$ cat src/rtl/calc_kp_pkg.sv
// rtl/calc_kp_pkg.sv - shared types, key-field helpers and LFSR constants for the keypad emulator
package calc_kp_pkg;

  typedef enum logic [1:0] {
    KP_IDLE    = 2'd0,
    KP_PRESS   = 2'd1,
    KP_RELEASE = 2'd2
  } kp_state_t;

  typedef logic [3:0] kp_key_t;

  localparam logic [7:0] KP_LFSR_SEED = 8'hA5;
  // Taps 8,6,5,4 map to bits 7,5,4,3 of the shift register
  localparam logic [7:0] KP_LFSR_TAPS = 8'b1011_1000;

  function automatic logic [1:0] kp_row_idx(input kp_key_t key);
    return key[3:2];
  endfunction

  function automatic logic [1:0] kp_col_idx(input kp_key_t key);
    return key[1:0];
  endfunction

  function automatic logic [7:0] kp_lfsr_next(input logic [7:0] s);
    return {s[6:0], ^(s & KP_LFSR_TAPS)};
  endfunction

endpackage

$ cat src/rtl/kp_countdown.sv
// rtl/kp_countdown.sv - loadable down-counter that parks at zero, used for hold and gap phases
module kp_countdown #(
  parameter int W = 16
) (
  input  logic         clk,
  input  logic         reset,
  input  logic         load,
  input  logic [W-1:0] load_val,
  output logic         zero
);

  logic [W-1:0] r_count;

  always_ff @(posedge clk or negedge reset) begin
    if (!reset) begin
      r_count <= '0;
    end else if (load) begin
      r_count <= load_val;
    end else if (r_count != '0) begin
      r_count <= r_count - 1'b1;
    end
  end

  assign zero = (r_count == '0);

endmodule

$ cat src/rtl/keypad_matrix_emulator.sv
// rtl/keypad_matrix_emulator.sv - 4x4 keypad emulator: one held key per request, passive row return
// Optional contact bounce at press/release edges is enabled by defining KEYPAD_BOUNCE_EN.
module keypad_matrix_emulator
  import calc_kp_pkg::*;
#(
  parameter int HOLD_CYCLES   = 50000,
  parameter int GAP_CYCLES    = 10000,
  parameter int BOUNCE_CYCLES = 200
) (
  input  logic       clk,
  input  logic       reset,
  input  logic       req_valid,
  input  logic [3:0] req_key,
  output logic       req_ready,
  input  logic [3:0] col,
  output logic [3:0] row,
  output logic       busy,
  output logic       done
);

  localparam int MAXC = (HOLD_CYCLES > GAP_CYCLES) ? HOLD_CYCLES : GAP_CYCLES;
  localparam int CW   = (MAXC > 1) ? $clog2(MAXC) : 1;
  localparam logic [CW-1:0] HOLD_LOAD = CW'(HOLD_CYCLES - 1);
  localparam logic [CW-1:0] GAP_LOAD  = CW'(GAP_CYCLES - 1);

  if (HOLD_CYCLES < 1 || GAP_CYCLES < 1 ||
      BOUNCE_CYCLES >= HOLD_CYCLES || BOUNCE_CYCLES >= GAP_CYCLES) begin : g_param_check
    $error("keypad_matrix_emulator: invalid cycle parameters");
  end

  kp_state_t       r_state;
  kp_state_t       w_next_state;
  kp_key_t         r_key;
  logic            r_done;
  logic            w_load;
  logic [CW-1:0]   w_load_val;
  logic            w_zero;
  logic            w_accept;
  logic            w_contact;

  kp_countdown #(.W(CW)) u_countdown (
    .clk      (clk),
    .reset    (reset),
    .load     (w_load),
    .load_val (w_load_val),
    .zero     (w_zero)
  );

  always_comb begin
    w_next_state = r_state;
    w_load       = 1'b0;
    w_load_val   = HOLD_LOAD;
    w_accept     = 1'b0;
    case (r_state)
      KP_IDLE: begin
        if (req_valid) begin
          w_accept     = 1'b1;
          w_load       = 1'b1;
          w_load_val   = HOLD_LOAD;
          w_next_state = KP_PRESS;
        end
      end
      KP_PRESS: begin
        if (w_zero) begin
          w_load       = 1'b1;
          w_load_val   = GAP_LOAD;
          w_next_state = KP_RELEASE;
        end
      end
      KP_RELEASE: begin
        if (w_zero) begin
          w_next_state = KP_IDLE;
        end
      end
      default: w_next_state = KP_IDLE;
    endcase
  end

  always_ff @(posedge clk or negedge reset) begin
    if (!reset) begin
      r_state <= KP_IDLE;
      r_key   <= '0;
      r_done  <= 1'b0;
    end else begin
      r_state <= w_next_state;
      if (w_accept) begin
        r_key <= req_key;
      end
      r_done <= (r_state == KP_RELEASE) && w_zero;
    end
  end

`ifdef KEYPAD_BOUNCE_EN
  localparam int BW = (BOUNCE_CYCLES > 1) ? $clog2(BOUNCE_CYCLES + 1) : 1;

  logic [7:0]    r_lfsr;
  logic [BW-1:0] r_bounce_cnt;

  // Bounce window restarts on every phase load, i.e. at entry to PRESS and to RELEASE
  always_ff @(posedge clk or negedge reset) begin
    if (!reset) begin
      r_lfsr       <= KP_LFSR_SEED;
      r_bounce_cnt <= '0;
    end else begin
      r_lfsr <= kp_lfsr_next(r_lfsr);
      if (w_load) begin
        r_bounce_cnt <= BW'(BOUNCE_CYCLES);
      end else if (r_bounce_cnt != '0) begin
        r_bounce_cnt <= r_bounce_cnt - 1'b1;
      end
    end
  end

  assign w_contact = (r_state != KP_IDLE && r_bounce_cnt != '0) ? r_lfsr[0]
                                                                 : (r_state == KP_PRESS);
`else
  assign w_contact = (r_state == KP_PRESS);
`endif

  always_comb begin
    row = 4'hF;
    if (w_contact && !col[kp_col_idx(r_key)]) begin
      row[kp_row_idx(r_key)] = 1'b0;
    end
  end

  assign req_ready = (r_state == KP_IDLE);
  assign busy      = (r_state == KP_PRESS) || (r_state == KP_RELEASE);
  assign done      = r_done;

endmodule

$ cat config.mk
export PLATFORM = sky130hd
export DESIGN_NAME = keypad_matrix_emulator
export DESIGN_NICKNAME = d
export VERILOG_FILES = /design/src/rtl/calc_kp_pkg.sv /design/src/rtl/kp_countdown.sv /design/src/rtl/keypad_matrix_emulator.sv
export SDC_FILE = /design/constraint.sdc
export NUM_CORES = 1
export LEC_CHECK = 0
export CAP_MARGIN = 25
export CORE_AREA = 4 4 57 59
export CTS_BUF_LIST = sky130_fd_sc_hd__clkbuf_8 sky130_fd_sc_hd__clkbuf_16
export DETAILED_ROUTE_END_ITERATION = 10
export DIE_AREA = 0 0 61 63
export PLACE_DENSITY = 0.81
export SYNTH_ARGS = -nofsm -noshare
export SYNTH_HDL_FRONTEND = slang
export SYNTH_HIERARCHICAL = 1
export SYNTH_SLANG_ARGS = --single-unit
$ cat constraint.sdc
create_clock -name clk -period 5.37 [get_ports clk]
set_input_delay 1.3425 -clock clk [delete_from_list [all_inputs] [get_ports clk]]
set_output_delay 1.3425 -clock clk [all_outputs]
set_load 0.02 [all_outputs]
# Word level (Yosys, flattened, before mapping)
# Cells that the tools add are included.
# Widths: inputs -> output; s select.
totals:
  ff_bits: 23
  in_bits: 11
  output_inout_bits: 7
op_classes:
  add_sub_neg: 1
  order_cmp: 3
  eq_ne: 5
  mux: 17
  bitwise: 1
  reduce_logical: 10
ops:
  columns: ["operator", "count"]
  rows:
  - ["$mux 16", 4]
  - ["$logic_not 16->1", 1]
  - ["$reduce_bool 16->1", 1]
  - ["$sub 16x1->16 const B", 1]
  - ["$lt 2x3->1 const B", 2]
  - ["$mux 2", 3]
  - ["$ne 2x2->1 const B", 3]
  - ["$pmux 2 s3", 1]
  - ["$mux 1", 5]
  - ["$mux 4", 1]
  - ["$not 4->4", 1]
  - ["$logic_and 1x1->1", 3]
  - ["$reduce_and 3->1", 1]
  - ["$bmux 1 s2", 1]
  - ["$demux 1 s2", 1]
  - ["$eq 2x1->1 const B", 1]
  - ["$eq 2x2->1 const B", 1]
  - ["$ge 2x1->1 const B", 1]
  - ["$logic_not 2->1", 1]
  - ["$pmux 1 s2", 1]
  - ["$reduce_bool 2->1", 1]
  - ["$logic_not 1->1", 1]
  - ["$logic_or 1x1->1", 1]

# Depth between registers and ports, before layout
logic_depth:
  depth_word: 6
  depth_mapped: 11
  ltp_nobuf: 9

# By module
# The synthesis kept the hierarchy.
modules_own_cells:
  columns: ["module", "n_inst", "cells_each", "area_per_inst_um2"]
  rows:
  - ["kp_countdown", 1, 104, 1006.0]
  - ["keypad_matrix_emulator", 1, 40, 436.7]

# Worst setup path after synthesis
# Ideal clock, no wire load.
synth_timing:
  path_kind: "input port to output port"
  startpoint: "in col[1]"
  endpoint: "out row[3]"
  arrival_ns: 2.015
  required_ns: 4.028
  path_slack_ns: 2.012
  path_stages: 3
  cell_sequence: "mux2_4 -> o22ai_4 -> nand3_1"
synth_between:
  elab_chain_len: 5
synth_rtl:
  columns: ["item", "line", "rtl"]
  rows:
  - ["from (decl)", "keypad_matrix_emulator.sv:15", "input logic [3:0] col,"]
  - ["$bmux 1 s2", "keypad_matrix_emulator.sv:122", "if (w_contact && !col[kp_col_idx(r_key)]) begin"]
  - ["$mux 1 (not written as such)", "keypad_matrix_emulator.sv:122", null]
  - ["$logic_not 1->1", "keypad_matrix_emulator.sv:122", null]
  - ["$logic_and 1x1->1", "keypad_matrix_emulator.sv:122", null]
  - ["$mux 4", "keypad_matrix_emulator.sv:122", null]
  - ["to (decl)", "keypad_matrix_emulator.sv:16", "output logic [3:0] row,"]
# Every way passes these cells. The select of a mux whose other input is x is not followed.

# Final worst setup path
layout_timing:
  startpoint: "in col[1]"
  endpoint: "out row[2]"
# Same word-level chain as after synthesis.

==> impl_metrics.py <==
metrics = {
    "sta": {
        "final_max_slew_viol_count": 0,
        "rsz_0062_raised_after_global_routing": "false",
        "timing.clock.skew_ps": 8.67,
        "report.final.hold_viol_count": 0,
        "setup_slack_ps": 1150,
        "setup_viol_count_final": 0,
        "timing.fmax_mhz": 237,
        "period_share_pct": 78.5,
        "fin_worst_hold_slack_ps": 558,
        "worst_pin_slew_ps": 1020,
        "fin_crit_ps": 4220,
        "fin_setup_tns_ps": 0,
        "slew_headroom_pct": 31.5,
    },
    "clock_tree": {
        "post_cts_resized": 0,
        "htreeDepth": 1,
        "cts.hold.buffers_added": 0,
        "post_cts.repair.setup_buffers": 0,
        "clock_path_buffers": 2,
        "tritoncts": "done",
        "cts_sink_count": 23,
        "worstSkewPairLatency_ps": 270,
        "clock_tree.root_cell": "sky130_fd_sc_hd__clkbuf_8",
        "cts.clk_slew.worst_paths_ps": 90,
        "cts_inserted_buffers": 3,
    },
    "synthesis": {
        "postSynthRegisterBits": 23,
        "yosysUniqueCellTypes": 42,
        "synth_async_sr_flop_share_pct": 100,
        "share_of_synthesized_cell_area_in_and_or_nand_and_nor_gates_pct": 26.0,
        "combinational_family_with_the_most_area_after_synthesis": "simple AND/OR/NAND/NOR gates",
        "seq_area_frac_synth_pct": 39.9,
        "synth.mux.area_fraction_pct": 6.42,
        "synth.most_common_cell": "sky130_fd_sc_hd__dfrtp_1",
        "netlist.top_cell.by_area": "sky130_fd_sc_hd__dfrtp_1",
        "synthesis.area_per_instance_sq_um": 10.0,
        "ys_warn_count": 6,
        "adder_and_majority_cell_fraction_of_the_synthesized_area_pct": 4.34,
        "leading_cell_types_by_total_area_after_synthesis": "sky130_fd_sc_hd__dfrtp_1, sky130_fd_sc_hd__xnor2_1, sky130_fd_sc_hd__mux2_2, sky130_fd_sc_hd__ha_1, sky130_fd_sc_hd__o211a_1",
        "synth-compound-area-share_pct": 14.9,
        "netlist_top_cells_count": "sky130_fd_sc_hd__dfrtp_1, sky130_fd_sc_hd__nand2_1, sky130_fd_sc_hd__nand2b_1, sky130_fd_sc_hd__xnor2_1",
        "netlist.area_leader.share_pct": 39.9,
        "synth-edff-count": 0,
        "synth-xor-area-share_pct": 4.86,
        "summed_instance_area_of_the_synthesized_netlist_sq_um": 1440,
        "synthCells": 144,
        "synth_top_flop_cell": "sky130_fd_sc_hd__dfrtp_1",
    },
    "worst_setup_path": {
        "slowest_delay_ps": 560,
        "critical_path_cell_sequence": "clkdlybuf4s50_1, mux2_4, o22ai_4, nand3b_1, clkdlybuf4s50_1",
        "worst-r2r-setup-slack_ps": 2230,
        "cell_type_of_the_slowest_stage_on_the_worst_timing_path": "sky130_fd_sc_hd__clkdlybuf4s50_1",
        "cpLargestDelayFamily": "buffers and inverters",
        "critical_path_class": "in2out",
        "crit_fanout": 4,
        "regToRegEndpoint": "u_countdown/r_count[13]",
        "critical_path_required_ps": 4030,
        "critical_path.most_common_cell": "sky130_fd_sc_hd__clkdlybuf4s50_1",
        "start_kind": "primary input",
        "worst-path-buf-inv": 2,
        "worstSetupEndpointType": "primary output",
        "worstSetupStartpoint": "col[1]",
        "worstRegToRegCells": 9,
        "worst-endpoint-arrival_ps": 2870,
        "worstReg2RegStart": "u_countdown/r_count[0]",
    },
    "global_routing": {
        "first_global_vias": 1131,
        "gr_util_all_layers_pct": 16.6,
        "wire_length_of_the_first_global_routing_pass_mm": 4.97,
        "grt_max_degree": 35,
        "grt_remaining_overflow": 0,
        "antenna_found_initial": 0,
    },
    "power_and_ir_drop": {
        "power.share.clock_pct": 12.6,
        "share_of_total_power_consumed_by_net_switching_pct": 40.4,
        "static_leak_nw": 0.723,
        "vdd_ir_drop_max_uv": 449,
        "power_per_cell_area_nw_per_um2": 502,
        "combPwrFrac_pct": 47.2,
        "net_switching_power_mw": 0.352,
        "intPower_mw": 0.519,
        "share_seq_of_total_power_pct": 40.2,
    },
    "status": {
        "run_status": "finished, final reports clean",
    },
    "min_path": {
        "holdPathStages": 1,
        "min_from": "r_key[0]",
        "min-delay-path-class": "reg2reg",
        "whs_endpoint": "r_key[0]",
    },
    "route": {
        "final_antenna_net_count": 0,
        "final_routed_wirelength_mm": 2.80,
        "detailed_route_iter0_violations": 51,
        "via_per_inst": 5.50,
        "via_count": 1110,
        "drt_drc_violations_left": 0,
        "route.detailed.wl_per_inst_um": 13.9,
        "detail_route.first_pass.iterations": 4,
    },
    "placed_design": {
        "place.port_buffers": 17,
        "dpl.cell_count": 198,
        "gp_routability_congestion": 0.732,
        "place.detailed.hpwl_mm": 2.03,
        "post-place-ws_ps": 1140,
    },
    "floorplan": {
        "core_area_sq_um": 2710,
        "dieHeight_um": 63,
        "start_util_pct": 53.2,
        "floorplan.die_area_sq_um": 3840,
        "floorplan.io_pins": 18,
        "die_w_um": 61,
        "core.rowCount": 19,
    },
    "cells_and_area": {
        "nFillCells": 227,
        "post_route_cells_drive_above_1_share_pct": 12.9,
        "layout-area-overhead-vs-synth_pct": 20.3,
        "non_filler_instance_count_after_layout": 202,
        "nets": 188,
        "antennaDiodeCount": 0,
    },
    "flow_run": {
        "reported_max_cap_violation_count": 0,
    },
}
==> routing by layer <==
metal / vias to the layer above / global-route usage [%] / routed length [um]
met2: 39 / 27.3 / 1370
li1: 554 / - / -
met4: 0 / 5.96 / 39
met3: 5 / 4.13 / 173
met1: 512 / 20.5 / 1220
met5: - / 0 / 0
==> layout make-up <==
| type | count | area [sq um] | area share, % |
|---|---|---|---|
| Timing Repair Buffer | 19 | 193 | 11.1 |
| Sequential cell | 23 | 576 | 33.2 |
| Clock buffer | 3 | 41.3 | 2.38 |
| Clock inverter | 1 | 7.51 | 0.433 |
| Tap cell | 31 | 38.8 | 2.24 |
| Multi-Input combinational cell | 119 | 857 | 49.4 |
| Inverter | 6 | 22.5 | 1.30 |
==> state kept, by name, indices dropped and copies added (netlist names) <==
| name | cells |
|---|---|
| u_countdown/r_count | 16 |
| r_key | 4 |
| done | 1 |
| r_state | 2 |
==> how the worst max path moves through the flow <==
stage / end / cells past startpoint
2_1_floorplan: row[3] / 3
3_3_place_gp: row[3] / 5
3_5_place_dp: row[2] / 5
4_1_cts: row[2] / 5
5_1_grt: row[2] / 5
6_report: row[2] / 5
==> cell usage in the layout (no fill, tap or decap), types with 2 or more instances in the layout <==
cell type / Yosys / layout
sky130_fd_sc_hd__a221o_1: 2 / 2
sky130_fd_sc_hd__clkbuf_8: 0 / 3
sky130_fd_sc_hd__ha_1: 5 / 5
sky130_fd_sc_hd__nand3b_1: 3 / 3
sky130_fd_sc_hd__o21ai_0: 6 / 6
sky130_fd_sc_hd__nor4_2: 2 / 2
sky130_fd_sc_hd__dfrtp_1: 23 / 23
sky130_fd_sc_hd__nand4_1: 2 / 2
sky130_fd_sc_hd__nor2b_1: 3 / 3
sky130_fd_sc_hd__o31a_1: 2 / 2
sky130_fd_sc_hd__nand2_1: 16 / 16
sky130_fd_sc_hd__mux2_2: 6 / 6
sky130_fd_sc_hd__a21oi_1: 5 / 5
sky130_fd_sc_hd__o211a_1: 6 / 6
sky130_fd_sc_hd__nand3_1: 3 / 3
sky130_fd_sc_hd__clkdlybuf4s50_1: 0 / 17
sky130_fd_sc_hd__xnor2_1: 8 / 8
sky130_fd_sc_hd__conb_1: 2 / 11
sky130_fd_sc_hd__nand4b_1: 2 / 2
sky130_fd_sc_hd__inv_1: 6 / 6
sky130_fd_sc_hd__nor3_1: 4 / 4
sky130_fd_sc_hd__nor2_1: 5 / 5
sky130_fd_sc_hd__nand2b_1: 9 / 9
==> power groups by stage <==
stage	clock (mW)	sequential (mW)	combinational, mW
after floorplan	0	0.330	0.320
after global placement	0	0.342	0.390
after detailed placement	0	0.350	0.409
after CTS	0.114	0.350	0.413
after global routing	0.122	0.362	0.460
final	0.110	0.351	0.411
==> stage by stage <==
stage / total power [mW] / util, % / instance area [sq um]
after floorplan: 0.650 / - / 1480
after global placement: 0.732 / 61.7 / 1670
after detailed placement: 0.759 / 62.2 / 1690
after CTS: 0.877 / 64.0 / 1740
after global routing: 0.944 / 64.0 / 1740
final: 0.871 / 64.0 / 1740
==> kinds of logic after synthesis <==
| family | count (synthesis) |
|---|---|
| AO/OA/AOI/OAI | 27 |
| XOR/XNOR | 8 |
| adder cells (fa/ha/maj) | 5 |
| buffers and inverters | 11 |
| flip-flops | 23 |
| multiplexers | 8 |
| other | 2 |
| AND/OR/NAND/NOR | 60 |
(Power assumes the default switching activity.)
==> patch (config.mk and constraints unchanged) <==
The parameter `HOLD_CYCLES` goes from 50000 to 100000.
--- a/src/rtl/keypad_matrix_emulator.sv
+++ b/src/rtl/keypad_matrix_emulator.sv
@@ -4,5 +4,5 @@
   import calc_kp_pkg::*;
 #(
-  parameter int HOLD_CYCLES   = 50000,
+  parameter int HOLD_CYCLES   = 100000,
   parameter int GAP_CYCLES    = 10000,
   parameter int BOUNCE_CYCLES = 200
Formal check against the unedited RTL: no difference found for any inputs over 10 cycles, from zero or initial values and one cycle with reset low; that may be too few to reach the edited logic, so the function may still have changed.
==> patch against the original RTL <==
  * Sequential share of layout area rose by 0.47 points
  * Power up 4.6%
  * Sequential cell count rose by 1
  * Non-clock buffer count grew 1
  * Die area unchanged
  * Global-route usage grew 1.3 points
  * Worst setup slack improved by 0.013 ns
  * Final area increased by 2.9%
  * Combinational power rose by 4%
  * Wire length is 9.4% higher
  * Synthesized area up 1.9%
  * Critical path depth did not move
  * Critical path type unchanged
  * Utilization grew 1.8 points
==> patch: results (changes against the original RTL) <==
* Met1 Resource Use GR at 22.0% (+1.6 points)
* Post-synth top cells: dfrtp_1, nand2_1, o31ai_1, xnor2_1, nor2_1
* Overall routing resource usage at 17.9% (+1.3 points)
* Compound-Gate Fraction of Synth Area at 15.5% (+0.57 points)
* Multi-input gate area at 861 um2 (+0.44%)
* Worst VDD drop at 0.362 mV (-19%)
* First-pass GRT wire length at 5310 um (+6.9%)
* Initial DRC count at 48 (-5.9%)
* Outcome: completed
* Adder-Cell Fraction of Synth Area at 4.26% (-0.081 points)
* Worst slew margin at 49.1% (+18 points)
* Fin cells at 208 (+3.0%)
* CTS-repair resized insts at 0 (unchanged)
* Post-Place Cell Area at 1720 um2 (+1.7%)
* Dpl ws at 1.15 ns (+0.00704 ns)
* H-Tree Level Count at 1 (unchanged)
* Multiplexer share of the synthesized area at 5.62% (-0.80 points)
* HPWL after DPL at 2240 um (+11%)
* Final-layout fill cell count at 216 (-4.8%)
* Biggest regs: u_countdown/r_count: 17 flops, r_key: 4 flops, r_state: 2 flops
* Dpl cells at 203 (+2.5%)
* Synth area leaders: dfrtp_1, o31ai_1, nand2_1
* GP Congestion at 0.779 (+6.5%)
* Crit-path slowest cell: clkdlybuf4s50_1
* Share of cells above drive strength 1 at 13.0% (+0.13 points)
* M2 GR Usage at 30.1% (+2.8 points)
* Fraction of area in multi-input gates at 48.2% (-1.2 points)
* Xor and xnor area share after synthesis at 6.55% (+1.7 points)
* Fraction of cell area in non-clock buffers at 11.6% (+0.53 points)
* Max incr delay on CP at 0.54 ns (-0.02 ns)
* Clk sinks at 24 (+4.3%)
* Initial antenna violation count at 0 (unchanged)
* Leak at 0.000725 uW (+0.26%)
* Vias at 1,199 (+8.0%)
* Nets at 194 (+3.2%)
* Seq area share at 33.6% (+0.47 points)
* CTS Buffer Depth at 2 (unchanged)
* Syn Area/Cell at 9.87 um2 (-1.5%)
* ClkCell Share at 3.08% (+0.27 points)
* Worst R2R Setup Slack at 2.01 ns (-0.22 ns)
* Register-to-Register Path Depth at 11 (+2)
* Hold slack at 0.555 ns (-0.00342 ns)
* Largest net degree at the start of global routing at 37 (+5.7%)
* Crit path DAT at 2.86 ns (about the same)
* Clock Skews at 0.00349 ns (-0.00518 ns)
* Reg clk slew, reported paths at 0.08 ns
* Comb_multi_in at 123 (+3.4%)
* Buffers, non-clock at 20 (+1)
* DIE AREA at 3840 um2 (unchanged)
* Mean routed wirelength per cell at 14.7 um (+6.3%)
* Post-synthesis sequential area ratio at 40.9% (+0.96 points)
* Clock buf count at 4 (+1)
* Met3 Track Usage GR at 3.93% (-0.21 points)
-- patch: cell types whose count changed in the layout (fill, tap and decap cells not counted), sizes merged, moves of 3 or more --
cell    delta
a21boi     +3
nand2      +6
nand2b     -5
nand3      -3
nor2b      -3
o211a      -6
o21ai      -3
o31ai     +13
xor2       +3
-- patch: where the power goes --
group / internal [uW] / switching (uW) / total [uW]
sequential: 264 / 96.9 / 361
combinational: 210 / 217 / 427
clock: 65.5 / 58.5 / 124
-- patch: metal layers --
layer  routed length (um)  part of all wire (%)  vias up
li1                     -                     -      577
met2                 1530                    50       21
met1                 1370                    45      597
met3                  119                   3.9        4
met4                   51                   1.7        0
met5                    0                     0        -
-- patch: worst max-delay path by stage --
stage                      start     end  slack (ns)  cells after the start
after floorplan           col[1]  row[3]        2.01                      3
after global placement    col[1]  row[1]        1.18                      5
after detailed placement  col[1]  row[1]        1.15                      5
after CTS                 col[1]  row[1]        1.15                      5
after global routing      col[1]  row[2]        1.09                      5
final                     col[1]  row[3]        1.17                      5
